===== src/rtl/sorter_drain.sv =====
// Unload stage for the insertion sorter: snapshots the parallel entries on load and
// streams the occupied ones out serially, lowest index first, over valid/ready.
module sorter_drain #(
    parameter  int blockcount = 16,
    parameter  int size       = 16,
    localparam int CW         = $clog2(blockcount + 1),
    localparam int IW         = $clog2(blockcount)
) (
    input  logic                  clock,
    input  logic                  reset,
    input  logic [size-1:0]       datain [blockcount-1:0],
    input  logic [blockcount-1:0] datain_valid,
    input  logic                  load,
    output logic                  load_ready,
    input  logic                  abort,
    output logic [size-1:0]       dataout,
    output logic [IW-1:0]         dataout_index,
    output logic                  dataout_valid,
    input  logic                  dataout_ready,
    output logic                  dataout_last,
    output logic [CW-1:0]         count,
    output logic                  done
);

    typedef enum logic {S_IDLE, S_STREAM} state_t;

    state_t                state_q;
    logic [blockcount-1:0] mask_q, mask_d;
    logic [size-1:0]       snap_q [blockcount-1:0];
    logic                  load_ready_q, valid_q, last_q, done_q;
    logic [size-1:0]       dataout_q;
    logic [IW-1:0]         index_q;
    logic [CW-1:0]         count_q, pop_d;

    logic                  accept, fire, has_head, one_left, found;
    logic [IW-1:0]         head_d;
    logic [size-1:0]       head_data_d;

    assign accept = (state_q == S_IDLE) && load && !abort;
    assign fire   = valid_q && dataout_ready;

    // Outputs are registered from the post-edge mask, so the head shown next cycle
    // already reflects this cycle's load or handshake without a bubble.
    always_comb begin
        mask_d = mask_q;
        if (accept)
            mask_d = datain_valid;
        else if (state_q == S_STREAM) begin
            if (abort)
                mask_d = '0;
            else if (fire)
                mask_d = mask_q & (mask_q - blockcount'(1));
        end

        head_d = '0;
        found  = 1'b0;
        pop_d  = '0;
        for (int unsigned i = 0; i < blockcount; i++) begin
            pop_d = pop_d + CW'(datain_valid[i]);
            if (!found && mask_d[i]) begin
                head_d = IW'(i);
                found  = 1'b1;
            end
        end
        has_head    = |mask_d;
        one_left    = has_head && ((mask_d & (mask_d - blockcount'(1))) == '0);
        head_data_d = accept ? datain[head_d] : snap_q[head_d];
    end

    always_ff @(posedge clock or posedge reset) begin
        if (reset) begin
            state_q      <= S_IDLE;
            mask_q       <= '0;
            snap_q       <= '{default: '0};
            load_ready_q <= 1'b1;
            valid_q      <= 1'b0;
            last_q       <= 1'b0;
            done_q       <= 1'b0;
            dataout_q    <= '0;
            index_q      <= '0;
            count_q      <= '0;
        end else begin
            done_q <= 1'b0;
            mask_q <= mask_d;
            if (accept) begin
                snap_q  <= datain;
                count_q <= pop_d;
            end
            case (state_q)
                S_IDLE: begin
                    if (accept) begin
                        if (has_head) begin
                            state_q      <= S_STREAM;
                            load_ready_q <= 1'b0;
                            valid_q      <= 1'b1;
                            dataout_q    <= head_data_d;
                            index_q      <= head_d;
                            last_q       <= one_left;
                        end else begin
                            done_q <= 1'b1;
                        end
                    end
                end
                S_STREAM: begin
                    if (abort) begin
                        state_q      <= S_IDLE;
                        load_ready_q <= 1'b1;
                        valid_q      <= 1'b0;
                        last_q       <= 1'b0;
                    end else if (fire) begin
                        if (has_head) begin
                            dataout_q <= head_data_d;
                            index_q   <= head_d;
                            last_q    <= one_left;
                        end else begin
                            state_q      <= S_IDLE;
                            load_ready_q <= 1'b1;
                            valid_q      <= 1'b0;
                            last_q       <= 1'b0;
                            done_q       <= 1'b1;
                        end
                    end
                end
                default: state_q <= S_IDLE;
            endcase
        end
    end

    assign load_ready    = load_ready_q;
    assign dataout       = dataout_q;
    assign dataout_index = index_q;
    assign dataout_valid = valid_q;
    assign dataout_last  = last_q;
    assign count         = count_q;
    assign done          = done_q;

endmodule

===== config.mk =====
export PLATFORM = sky130hd
export DESIGN_NAME = sorter_drain
export DESIGN_NICKNAME = d
export VERILOG_FILES = /design/src/rtl/sorter_drain.sv
export SDC_FILE = /design/constraint.sdc
export NUM_CORES = 1
export LEC_CHECK = 0
export ABC_CLOCK_PERIOD_IN_PS = 9500
export BUFFER_PORTS_ARGS = -buffer_cell sky130_fd_sc_hd__buf_2
export CAP_MARGIN = 0
export CORE_MARGIN = 1
export CORE_UTILIZATION = 57
export DETAILED_ROUTE_END_ITERATION = 10
export GPL_TIMING_DRIVEN = 0
export PLACE_DENSITY = 0.9
export SYNTH_ARGS = -nofsm -noshare
export SYNTH_HDL_FRONTEND = slang
export SYNTH_SLANG_ARGS = --single-unit
export TNS_END_PERCENT = 1

===== constraint.sdc =====
create_clock -name clock -period 9.5 [get_ports clock]
set_input_delay 0.475 -clock clock [delete_from_list [all_inputs] [get_ports clock]]
set_output_delay 0.475 -clock clock [all_outputs]
set_load 0.1 [all_outputs]

==> key figures <==
Floorplanning
  – Height of the chip: 176.1 µm
  – Full die area: 31020 µm²
  – Total I/O pin count: 306
  – Placeable Area: 29720 µm²
  – Horizontal die dimension: 176.1 µm
  – Core Rows: 63
  – Initial cell density of the core: 0.5815

Synthesis
  – Mean instance size in the synthesized netlist: 8.244 µm²
  – EDFF count, synth: 0
  – Ys flop type: dfrtp_1
  – Count of state elements after synthesis: 302
  – Library cells used by synthesis: 80
  – Instance count of the mapped netlist: 2096
  – Sequential area share after synthesis: 0.4374
  – YS warnings: 0
  – Async set-or-reset flop fraction in the synthesized netlist: 1.000
  – Post-synthesis net count: 2388
  – Post-Syn Area: 17280 µm²

Clock tree
  – Number of clock buffers inserted by TritonCTS: 35
  – H-tree levels: 2
  – Post CTS Setup Buffer Count: 0
  – Worst-Skew Late Latency: 0.54 ns
  – Root buffer selected by CTS: clkbuf_16
  – Clock input transition at the sequential cells of the worst setup and hold paths: 0.06 ns
  – Hold-fix buffers at CTS: 0
  – TritonCTS clock tree: done
  – Number of buffers on the longest clock path: 3
  – Post_cts resized: 0
  – CTS sink count: 302

GRT
  – Gr usage total: 0.4358
  – Met3 track utilization from global routing: 0.1154
  – Most crowded layer after global routing: met2
  – First-pass GRT wire length: 101400 µm
  – Initial antenna violation count: 7
  – Met2 track demand over resource in global routing: 0.6663
  – Pin count of the biggest net entering global routing: 117
  – GR Util met1: 0.5493
  – Vias in the first global route: 17560
  – Grt total ovfl: 0

Power
  – Maximum resistive drop on vdd: 0.0001918 V
  – LEAKAGE: 10.47 nW
  – Total power draw: 5.658 mW
  – Power density normalized to cell area: 275.7 nW/µm²

Setup path
  – Worst reg2reg setup slack: 4.09 ns
  – End of the worst register-to-register path: dataout[4]
  – Crit. End Element: flop
  – Critical Setup Path Class: flop to flop
  – Required time of the critical path: 9.93 ns
  – Highest net fanout along the worst path: 10
  – FF-to-FF Start: state_q
  – Nature of the critical path startpoint: flop
  – Data arrival time of the critical path: 5.84 ns
  – Logic depth of the worst register-to-register path: 13

STA
  – Setup repair after global routing missed its margin: false
  – Worst-case setup margin in the final layout: 4.087 ns
  – Smallest hold slack: -0.0004577 ns
  – Final hold vios: 1
  – Minimum clock period after layout: 5.413 ns
  – Total setup violations reported at the end of the flow: 0
  – Worst max-slew margin expressed relative to the limit: 0.2494
  – Slew of the pin with the lowest slew margin: 1.117 ns
  – Achievable frequency: 184.8 MHz
  – Fin Clk Skew: 0.02845 ns
  – Tcrit/Tclk final: 0.5697
  – Final Max Tran Viols: 0

Cells and area
  – Diode insertion count for antenna repair: 0
  – Nets: 2732
  – Most common library cell in the layout ignoring fill and taps: nand2_1
  – Final-layout fill cell count: 2355
  – Leading cell types in the layout, fill and taps excluded: nand2_1 (928), buf_2 (337), dfrtp_1 (301)
  – Synth-to-Final Area Change: 18.77%
  – Layout cell share with drive strength beyond 1: 0.1993

Detailed routing
  – Wire length reported by the detailed router: 67430 µm
  – DR iter-0 viols: 2573
  – Number of nets with antenna violations after detailed routing: 0
  – Vias per std cell: 6.417
  – Count of TritonRoute iterations in the first routing pass: 9
  – Avg WL per Cell: 23.63 µm
  – Final routed DRC violation total: 0
  – Via Count: 18310

Outcome
  – Failing checks: hold timing
  – Status: complete, but fails checks

Run
  – Number of max-cap violations: 0

Place
  – Placer congestion estimate: 1.028
  – Port-buffer cells: 305
  – Pre-CTS WS: 4.225 ns
  – Post-detailed-placement half-perimeter wirelength: 50660 µm

Min path
  – Hold WC Path Type: input port to asynchronous set/reset pin
Yosys cell counts, types with 17 or more instances:
| cell type | count | area (µm²) |
|---|---|---|
| a211oi_1 | 113 | 848.3 |
| a21oi_1 | 67 | 335.3 |
| a311oi_1 | 32 | 280.3 |
| and3_1 | 66 | 412.9 |
| buf_2 | 32 | 160.2 |
| clkbuf_1 | 97 | 364.1 |
| dfrtp_1 | 301 | 7532 |
| inv_1 | 31 | 116.4 |
| mux2_1 | 17 | 191.4 |
| mux2_2 | 49 | 551.8 |
| mux2i_1 | 67 | 670.6 |
| nand2_1 | 928 | 3483 |
| nor2_1 | 35 | 131.4 |
| nor4_1 | 21 | 131.4 |
| o21ai_0 | 18 | 90.09 |
| o22ai_1 | 20 | 125.1 |
final cells by class:
cell class | count | area [µm²] | area share
multi-input combinational | 1605 | 8877 | 0.4325
tap | 390 | 488.0 | 0.02378
inverter | 36 | 142.6 | 0.006950
buffer | 153 | 715.7 | 0.03487
timing repair buffer | 307 | 1582 | 0.07706
sequential | 302 | 7559 | 0.3683
clock inverter | 9 | 88.84 | 0.004328
clock buffer | 52 | 1071 | 0.05219
sequential cells by signal, indices dropped and copies added, names as in the netlist, 4 cells and up:
signal,count
mask_q,16
snap_q,256
count,5
dataout_index,4
dataout,16
routing by layer:
| layer | part of all wire | wire, µm |
|---|---|---|
| met1 | 0.36 | 24270 |
| met4 | 0.072 | 4878 |
| met5 | 0.00086 | 58 |
| met3 | 0.13 | 8896 |
| met2 | 0.43 | 29330 |
critical path, stage by stage, from the launching register on:
cell and delay (ns):
dfrtp_1 0.41, nor3b_1 0.19, clkbuf_1 0.72, a21oi_1 0.24, a32oi_1 0.47, nand2_1 0.20
o311ai_1 0.63, buf_2 0.42, clkbuf_1 0.42, and3_1 0.23, a211oi_1 0.06, a311oi_1 0.91
o21ai_1 0.13, a211oi_1 0.29
report_power, final:
| group | switching, mW | total, mW | leakage (nW) | internal (mW) |
|---|---|---|---|---|
| Combinational | 1.79 | 2.55 | 6.16 | 0.763 |
| Sequential | 0.187 | 1.74 | 3.73 | 1.55 |
| Clock | 0.563 | 1.37 | 0.578 | 0.809 |
cells by family after synthesis:
family / count (synthesis) / share of synthesized area
AOI/OAI and AO/OA: 324 / 0.1331
xor gates and xnor gates: 3 / 0.001521
adders and majority gates: 17 / 0.01636
buffers and inverters: 189 / 0.04924
DFF: 302 / 0.4374
muxes: 133 / 0.08182
and+or+nand+nor: 1128 / 0.2806
worst max-delay path by stage:
stage	startpoint	to	slack (ns)	cells past startpoint
3_3_place_gp	reset	snap_q[198]	-2.61	2
6_report	state_q	dataout[4]	4.09	13
4_1_cts	state_q	dataout[8]	4.47	14
2_1_floorplan	reset	count[0]	0.68	1
3_5_place_dp	abort	dataout[8]	4.23	15
5_1_grt	state_q	dataout[4]	3.99	13
through the flow:
stage                 util  setup TNS, ns  hold WS [ns]  instance area [µm²]  cells
floorplan                -              0        0.4374                17280   2096
global placement    0.6493        -777.04        0.4491                19290   2791
detailed placement  0.6514              0        0.4546                19360   2793
CTS                 0.6904              0       0.03454                20520   2854
global route        0.6906              0       0.04025                20520   2854
finish              0.6906              0    -0.0004577                20520   2854
Note: power is estimated with default switching activity, not from simulation.
